<file path="src/rtl/tlul_timer_dev.sv">
// rtl/tlul_timer_dev.sv - TL-UL device with prescaled compare/reload timer
package tlul_pkg;
  typedef struct packed {
    logic        a_valid;
    logic [2:0]  a_opcode;
    logic [2:0]  a_param;
    logic [1:0]  a_size;
    logic [7:0]  a_source;
    logic [31:0] a_address;
    logic [3:0]  a_mask;
    logic [31:0] a_data;
    logic        d_ready;
  } tl_h2d_t;

  typedef struct packed {
    logic        d_valid;
    logic [2:0]  d_opcode;
    logic [2:0]  d_param;
    logic [1:0]  d_size;
    logic [7:0]  d_source;
    logic        d_sink;
    logic [31:0] d_data;
    logic [7:0]  d_user;
    logic        d_error;
    logic        a_ready;
  } tl_d2h_t;
endpackage

module tlul_timer_dev #(
  parameter int unsigned PrescaleW    = 16,
  parameter logic [31:0] ResetCompare = 32'hFFFF_FFFF
) (
  input  logic              clk_i,
  input  logic              rst_i,
  input  tlul_pkg::tl_h2d_t tl_i,
  output tlul_pkg::tl_d2h_t tl_o,
  output logic              irq_o
);
  localparam logic [2:0] OpPutFull    = 3'd0;
  localparam logic [2:0] OpPutPartial = 3'd1;
  localparam logic [2:0] OpGet        = 3'd4;

  logic [2:0]           ctrl_q;       // [0] enable, [1] reload, [2] irq_en
  logic [PrescaleW-1:0] prescale_q;
  logic [PrescaleW-1:0] pre_cnt_q;
  logic [31:0]          count_q;
  logic [31:0]          compare_q;
  logic                 match_q;

  logic        rsp_valid;
  logic [2:0]  rsp_opcode;
  logic [1:0]  rsp_size;
  logic [7:0]  rsp_source;
  logic [31:0] rsp_data;
  logic        rsp_error;

  logic        a_ready, accept, is_get, is_put, hit, err;
  logic [9:0]  offset;
  logic [31:0] reg_rdata, wval;
  logic        wr_en, tick, match_set;
  logic        unused_bits;

  assign unused_bits = ^{tl_i.a_param, tl_i.a_address[31:10]};

  assign a_ready = ~rsp_valid | tl_i.d_ready;
  assign accept  = tl_i.a_valid & a_ready;
  assign offset  = tl_i.a_address[9:0];
  assign is_get  = (tl_i.a_opcode == OpGet);
  assign is_put  = (tl_i.a_opcode == OpPutFull) | (tl_i.a_opcode == OpPutPartial);

  // Register read mux; also flags whether the offset is mapped
  always_comb begin
    reg_rdata = '0;
    hit       = 1'b1;
    case (offset)
      10'h000: reg_rdata = {29'b0, ctrl_q};
      10'h004: reg_rdata = 32'(prescale_q);
      10'h008: reg_rdata = count_q;
      10'h00C: reg_rdata = compare_q;
      10'h010: reg_rdata = {31'b0, match_q};
      default: hit = 1'b0;
    endcase
  end

  assign err = ~(is_get | is_put) | (tl_i.a_address[1:0] != 2'b00) | (tl_i.a_size == 2'd3)
             | ~hit | ((tl_i.a_opcode == OpPutFull) & (tl_i.a_mask != 4'hF));

  // Byte-lane merge of bus data into the current register value
  always_comb begin
    wval = reg_rdata;
    for (int b = 0; b < 4; b++) begin
      if (tl_i.a_mask[b]) wval[8*b +: 8] = tl_i.a_data[8*b +: 8];
    end
  end

  assign wr_en     = accept & ~err & is_put;
  assign tick      = ctrl_q[0] & (pre_cnt_q == prescale_q);
  assign match_set = tick & (count_q == compare_q);

  // Configuration registers written from the bus
  always_ff @(posedge clk_i or posedge rst_i) begin
    if (rst_i) begin
      ctrl_q     <= '0;
      prescale_q <= '0;
      compare_q  <= ResetCompare;
    end else if (wr_en) begin
      if (offset == 10'h000) ctrl_q     <= wval[2:0];
      if (offset == 10'h004) prescale_q <= wval[PrescaleW-1:0];
      if (offset == 10'h00C) compare_q  <= wval;
    end
  end

  // Prescaler, counter and match flag; bus write to COUNT wins over a tick
  always_ff @(posedge clk_i or posedge rst_i) begin
    if (rst_i) begin
      pre_cnt_q <= '0;
      count_q   <= '0;
      match_q   <= 1'b0;
    end else begin
      if (wr_en && (offset == 10'h000 || offset == 10'h004)) pre_cnt_q <= '0;
      else if (tick)                                          pre_cnt_q <= '0;
      else if (ctrl_q[0])                                     pre_cnt_q <= pre_cnt_q + PrescaleW'(1);

      if (wr_en && offset == 10'h008)  count_q <= wval;
      else if (match_set && ctrl_q[1]) count_q <= '0;
      else if (tick)                   count_q <= count_q + 32'd1;

      if (match_set)                                                   match_q <= 1'b1;
      else if (wr_en && offset == 10'h010 && tl_i.a_mask[0] && tl_i.a_data[0]) match_q <= 1'b0;
    end
  end

  // One-entry response buffer, loaded on accept and drained by d_ready
  always_ff @(posedge clk_i or posedge rst_i) begin
    if (rst_i) begin
      rsp_valid  <= 1'b0;
      rsp_opcode <= '0;
      rsp_size   <= '0;
      rsp_source <= '0;
      rsp_data   <= '0;
      rsp_error  <= 1'b0;
    end else if (accept) begin
      rsp_valid  <= 1'b1;
      rsp_opcode <= is_get ? 3'd1 : 3'd0;
      rsp_size   <= tl_i.a_size;
      rsp_source <= tl_i.a_source;
      rsp_data   <= (is_get && !err) ? reg_rdata : 32'd0;
      rsp_error  <= err;
    end else if (tl_i.d_ready) begin
      rsp_valid  <= 1'b0;
    end
  end

  // D-channel drive; unused response fields stay zero
  always_comb begin
    tl_o          = '0;
    tl_o.d_valid  = rsp_valid;
    tl_o.d_opcode = rsp_opcode;
    tl_o.d_size   = rsp_size;
    tl_o.d_source = rsp_source;
    tl_o.d_data   = rsp_data;
    tl_o.d_error  = rsp_error;
    tl_o.a_ready  = a_ready;
  end

  assign irq_o = match_q & ctrl_q[2];
endmodule

</file>
<file path="config.mk">
export PLATFORM = sky130hd
export DESIGN_NAME = tlul_timer_dev
export DESIGN_NICKNAME = d
export VERILOG_FILES = /design/src/rtl/tlul_timer_dev.sv
export SDC_FILE = /design/constraint.sdc
export NUM_CORES = 1
export LEC_CHECK = 0
export CAP_MARGIN = 20
export CELL_PAD_IN_SITES_DETAIL_PLACEMENT = 1
export CELL_PAD_IN_SITES_GLOBAL_PLACEMENT = 2
export CORE_MARGIN = 4
export CORE_UTILIZATION = 31
export CTS_BUF_LIST = sky130_fd_sc_hd__clkbuf_2
export CTS_CLUSTER_DIAMETER = 200
export CTS_CLUSTER_SIZE = 12
export DETAILED_ROUTE_END_ITERATION = 10
export MAX_ROUTING_LAYER = met4
export PLACE_DENSITY_LB_ADDON = 0.25
export SYNTH_ARGS = -nofsm -noshare
export SYNTH_HDL_FRONTEND = slang
export SYNTH_SLANG_ARGS = --single-unit
</file>
<file path="constraint.sdc">
create_clock -name clk_i -period 4.7 [get_ports clk_i]
set_input_delay 0.94 -clock clk_i [delete_from_list [all_inputs] [get_ports clk_i]]
set_output_delay 0.94 -clock clk_i [all_outputs]
set_load 0.02 [all_outputs]
</file>
# Yosys cells after proc, flatten, opt, wreduce, memory -nomap -nowiden

Index checks and enable logic that the tools add are counted.

ROM bits: 0
Flip-flop bits (word level): 147
Memories kept: 0
Output and inout port bits: 61
Bits of input ports: 88
Logic and storage cells: 80
Bits in latches: 0
RAM bits: 0

Add/subtract/negate cells: 2
Reduce and logical (&&, ||, !) cells: 20
Magnitude comparators: 0
Div/mod/pow operators: 0
Multiply operators: 0
Shift operators: 0
Mux-type cells: 18
Bitwise gates (word level): 18
Eq/ne operators: 10

Operators with widths:

| cell                                                  | number |
|---|---|
| case mux 32 bit (5 select lines)                      | 1 |
| two-way mux 32 bit                                    | 4 |
| two-way mux 16 bit                                    | 3 |
| adder 32 x 1 -> 32 bit (second input constant)        | 1 |
| equality test 32 bit                                  | 1 |
| two-way mux 8 bit                                     | 4 |
| equality test 10 x 4 -> 1 bit (second input constant) | 2 |
| adder 16 x 1 -> 16 bit (second input constant)        | 1 |
| equality test 16 bit                                  | 1 |
| equality test 10 x 3 -> 1 bit (second input constant) | 1 |
| equality test 10 x 5 -> 1 bit (second input constant) | 1 |
| logical NOT 10 bit                                    | 1 |
| bitwise AND 1 bit                                     | 7 |
| logical AND 1 bit                                     | 7 |
| bitwise OR 1 bit                                      | 7 |
| two-way mux 1 bit                                     | 6 |
| AND reduction 2 bit                                   | 3 |
| nonzero test 2 bit                                    | 3 |
| nonzero test 3 bit                                    | 2 |
| OR reduction 5 bit                                    | 1 |
| != test 4 bit (second input constant)                 | 1 |
| inverter 1 bit                                        | 4 |
| equality test 3 x 1 -> 1 bit (second input constant)  | 1 |
| equality test 3 bit (second input constant)           | 1 |
| other kinds (4)                                       | 4 |

# Logic depth before layout (Yosys ltp)

Depth in word-level cells: 16
Mapped depth: 10

# Least setup slack after synthesis

OpenSTA, ideal clock, no wires.

Path type: input-to-reg
Start point: input port tl_i[38] (netlist name)
End point: register pre_cnt_q[5]
Arrival: 2.892 ns
Cell stages on the path: 9
Path slack: 1.671 ns
Required time: 4.563 ns
Cells stage by stage: or4_4 -> or3_1 -> buf_6 -> or3_4 -> and3_4 -> buf_6 -> buf_6 -> a21oi_1 -> a31oi_1

Longest elaborated chain between the ends: 11
Elaborated cells on any way between the ends: 20
Those cells by class: 4 x eq/ne; 2 x mux; 8 x bitwise; 6 x reduce/logical

RTL lines:

| item                                                                      | RTL line | RTL |
|---|---|---|
| start: declaration                                                        | 35       | `input tlul_pkg::tl_h2d_t tl_i,` |
| equality test 10 x 3 -> 1 bit (tied with other cells)                     | 75, 120  |  |
| OR reduction 5 bit (no line)                                              | n/a      |  |
| two-way mux 1 bit                                                         | 75       | `case (offset)` |
| inverter 1 bit                                                            | 86       | `\| ~hit \| ((tl_i.a_opcode == OpPutFull) & (tl_i.a_mask != 4'hF));` |
| bitwise OR 1 bit (2 in series)                                            | 86       |  |
| inverter 1 bit                                                            | 96       | `assign wr_en = accept & ~err & is_put;` |
| bitwise AND 1 bit (2 in series)                                           | 96       |  |
| logical AND 1 bit *                                                       | 120      | `if (wr_en && (offset == 10'h000 \|\| offset == 10'h004)) pre_cnt_q <= '0;` |
| nonzero test 3 bit (no line) / two-way mux 16 bit (equally long branches) | n/a      |  |
| end signal: assignment                                                    | 122      | `else if (ctrl_q[0]) pre_cnt_q <= pre_cnt_q + PrescaleW'(1);` |
| end: declaration                                                          | 45       | `logic [PrescaleW-1:0] pre_cnt_q;` |

Mark *: on every way between the ends. The rest lies on a longest branch, timed or not.
A chain may end at the register's enable or synchronous reset.

# Worst setup path after layout

Start point: register pre_cnt_q[7]
End point: register count_q[30]

Longest elaborated chain between the ends: 6
Elaborated cells on any way between the ends: 7
Those cells by class: 1 x eq/ne; 2 x mux; 2 x bitwise; 2 x reduce/logical

RTL lines:

| item                   | RTL line | RTL |
|---|---|---|
| equality test 16 bit * | 97       | `assign tick = ctrl_q[0] & (pre_cnt_q == prescale_q);` |
| bitwise AND 1 bit *    | 97       |  |
| bitwise AND 1 bit      | 98       | `assign match_set = tick & (count_q == compare_q);` |
| logical AND 1 bit      | 125      | `else if (match_set && ctrl_q[1]) count_q <= '0;` |
| two-way mux 32 bit     | 125      |  |
| two-way mux 32 bit     | 124      | `if (wr_en && offset == 10'h008) count_q <= wval;` |
| end signal: assignment | 124      |  |
| end signal: assignment | 126      | `else if (tick) count_q <= count_q + 32'd1;` |
| end: declaration       | 46       | `logic [31:0] count_q;` |

Marked as above.

==> metrics.md <==
| Metric | Value |
|---|---|
| Hold Worst Slack | `0.497 ns` |
| Largest area contributor in the netlist | `dfrtp_1` |
| Final Worst Setup Slack | `1.27 ns` |
| Cell Rows | `59` |
| Least-Margin Pin Slew | `1.05 ns` |
| Reg area | `3670 µm²` |
| Fill count | `2,955` |
| Seq cells post-synth | `145` |
| TritonCTS Sinks | `145` |
| DRT iter0 DRCs | `469` |
| Register area share after synthesis | `44.2%` |
| Final ANT Viol Nets | `0` |
| Multi-input gate area | `4230 µm²` |
| Final period utilization | `72.9%` |
| TNS Setup | `0 ns` |
| Final Max Tran Viols | `0` |
| Post-route DRC | `0` |
| TritonCTS Buffers | `17` |
| Largest net degree at the start of global routing | `106` |
| Setup Fix Bufs, Post-CTS | `0` |
| GRT Util Overall | `19.2%` |
| Cells after synthesis | `854` |
| Status | `finished clean` |
| # port buffers | `109` |
| Count of cell types in the netlist | `64` |
| Final setup vio count | `0` |
| Reg power frac | `53.1%` |
| Hold-fix buffers at CTS | `0` |
| Prevailing post-synth register cell | `dfrtp_1` |
| Grt ovf | `0` |
| P_leak | `4.03 nW` |
| Setup WS pre-CTS | `1.02 ns` |
| CTS root buffer | `clkbuf_2` |
| Comb power frac | `10.1%` |
| Clock share of power | `36.8%` |
| CP max-delay cell | `nor2b_1` |
| Power density over cell area | `241 nW/µm²` |
| Max_slew headroom | `29.8%` |
| Ratio of cells with drive above 1 in the final layout | `18.2%` |
| First-pass GRT wire length | `42,100 µm` |
| Post-Syn Area per Cell | `9.72 µm²` |
| Area grow syn2layout | `19.6%` |
| Finished Layout Cells | `1,286` |
| Post-DP HPWL | `19,900 µm` |
| Crit path max fanout | `25` |
| Top cells by area, synth | `dfrtp_1, dfstp_2, mux2_2` |
| Core ar. | `26,200 µm²` |
| Sw power | `0.000660 W` |
| CTS tree | `yes` |
| Final Util | `37.9%` |
| WL per Instance | `21.3 µm` |
| Final wirelength | `27,400 µm` |
| Vias in the first global route | `6,960` |
| Synth Cell Area | `8300 µm²` |
| DR vias | `6,809` |
| CP Cell Sequence | `xor2_1 > nor4_1 > nand2_1 > or4_1 > buf_4 > nor2b_1 > buf_4 > a211oi_1 > a311oi_1` |
| RSZ-0062 raised after global routing | `no` |
| Die W | `172 µm` |
| Placed Cells | `1,253` |
| Max Root-Sink Buffers | `2` |
| Fmax | `292 MHz` |
| Max-cap violations | `0` |
| Min-delay worst type | `register to register` |
| I/O Pins | `149` |
| Critical Path Start Type | `register` |
| Initial Util | `31.7%` |
| NumNets Final | `1,027` |
| Worst-skew pair later-pin latency | `0.74 ns` |
| TritonRoute pass-1 iters | `5` |
| # resized after CTS | `0` |
| CP max stage delay | `0.63 ns` |
| Die ar. | `29,500 µm²` |
| Ys async rst share | `100%` |
| Clock-pin slew on the worst setup and hold paths | `0.24 ns` |
| RePlAce Congestion | `0.806` |
| Switch share | `27.6%` |
| Die Span Y | `172 µm` |
| VDD IR max | `0.133 mV` |
| Critical Path Most Common Cell | `buf_4` |
| Worst Path Required | `5.32 ns` |
| Cell Int Power | `0.00173 W` |
| Final min period | `3.43 ns` |
| EDFF count, synth | `0` |
| H-tree depth | `4` |
| Crit path capture type | `register` |
| Clk_skew | `0.0500 ns` |
| Vias per inst | `5.29` |
| Yosys top cell area share | `34.1%` |
| WS Path Type | `register to register` |
| Final hold violations | `0` |
| Initial antenna violation count | `1` |
| Total of warnings raised by yosys | `0` |
| Critical path arrival | `4.05 ns` |
-- critical path: cells and delay by family, from the launching register on --
kind            cells  cell delay [ns]
compound gates      2             0.40
simple gates        4             1.59
xor+xnor            1             0.18
flops               1             0.49
buf+inv             2             0.65
-- area by class of cell --
type                       instances  area share [%]
multi-input combinational        630            42.7
sequential                       145            37.0
timing repair buffer             128            12.6
tap                              335            4.22
clock inverter                    14            2.04
clock buffer                      18           0.908
inverter                          15           0.605
antenna                            1          0.0252
-- flip-flops by register name, indices dropped and copies added (netlist names), 2 cells and up --
| name | count |
|---|---|
| pre_cnt_q | 16 |
| count_q | 32 |
| rsp_data | 32 |
| rsp_source | 8 |
| prescale_q | 16 |
| compare_q | 32 |
| rsp_size | 2 |
| ctrl_q | 3 |
-- cells in the final DEF, fill, tap and decap left out, types with 24 or more instances in the layout --
cell,instances
dfrtp_1,113
clkdlybuf4s50_1,109
nand2_1,98
mux2_2,72
nor2_1,49
o21ai_0,49
xnor2_1,43
a22oi_1,34
dfstp_2,32
o31ai_1,26
a21oi_1,24
-- worst paths after layout --
| kind | from | endpoint | slack [ns] | depth (start not counted) |
|---|---|---|---|---|
| max in group asynchronous | rst_i | compare_q[23]$_DFFE_PP1P_ | 3.51 | 3 |
| setup reg to reg | pre_cnt_q[7]$_DFFE_PP0P_ | count_q[30]$_DFFE_PP0P_ | 1.27 | 9 |
| hold / removal | compare_q[16]$_DFFE_PP1P_ | compare_q[16]$_DFFE_PP1P_ | 0.50 | 2 |
| hold reg to reg | compare_q[16]$_DFFE_PP1P_ | compare_q[16]$_DFFE_PP1P_ | 0.50 | 2 |
| setup / recovery | pre_cnt_q[7]$_DFFE_PP0P_ | count_q[30]$_DFFE_PP0P_ | 1.27 | 9 |
| min in group asynchronous | rst_i | rsp_valid$_DFFE_PP0P_ | 0.71 | 3 |
-- cell usage after synthesis, types with 8 or more instances --
| cell | count |
|---|---|
| a22oi_1 | 34 |
| o31ai_1 | 26 |
| nor2_1 | 49 |
| nor3_1 | 8 |
| xor2_1 | 12 |
| mux2i_1 | 9 |
| nor4_1 | 9 |
| nand3_1 | 21 |
| mux2_2 | 72 |
| nand2b_1 | 9 |
| buf_2 | 15 |
| a21oi_1 | 24 |
| nand4_1 | 22 |
| dfstp_2 | 32 |
| o21ai_0 | 49 |
| clkbuf_1 | 36 |
| buf_4 | 17 |
| dfrtp_1 | 113 |
| inv_1 | 15 |
| a22o_1 | 13 |
| a21o_1 | 14 |
| nand2_1 | 99 |
| a31oi_1 | 22 |
| xnor2_1 | 43 |
-- cells by family (layout without fill, tap and decap cells) --
| kind of cell | count (synthesis) | in the layout | share of synthesized area [%] |
|---|---|---|---|
| other | 1 | 15 | 0.0452 |
| multiplexers | 83 | 83 | 11.4 |
| XOR/XNOR | 55 | 55 | 5.81 |
| AO/OA/AOI/OAI | 207 | 207 | 16.4 |
| buffers and inverters | 92 | 175 | 5.53 |
| flip-flops | 145 | 145 | 44.2 |
| adder cells (fa/ha/maj) | 2 | 2 | 0.302 |
| AND/OR/NAND/NOR | 269 | 269 | 16.3 |
-- layer usage --
layer  vias up  routed length, µm  track usage (%)
li1       3220                  -                -
met1      3420              13200             26.8
met2       152              12800             30.0
met3        17               1170             2.78
met4         0                225             3.44
met5         -                  0                -
-- metrics by stage --
| step | total power [W] | area [µm²] |
|---|---|---|
| finish | 0.00239 | 9920 |
| detailed placement | 0.00154 | 9630 |
| floorplan | 0.00142 | 8350 |
| CTS | 0.00244 | 9920 |
| global route | 0.00250 | 9920 |
| global placement | 0.00153 | 9630 |
-- power groups by stage --
stage          Combinational, W  Sequential [W]  Clock (W)
6_report               0.000241         0.00127   0.000881
4_1_cts                0.000245         0.00127   0.000919
3_5_place_dp           0.000244         0.00129          0
5_1_grt                0.000261         0.00127   0.000968
3_3_place_gp           0.000244         0.00129          0
2_1_floorplan          0.000107         0.00131          0
Power figures use the tool's default switching activity.
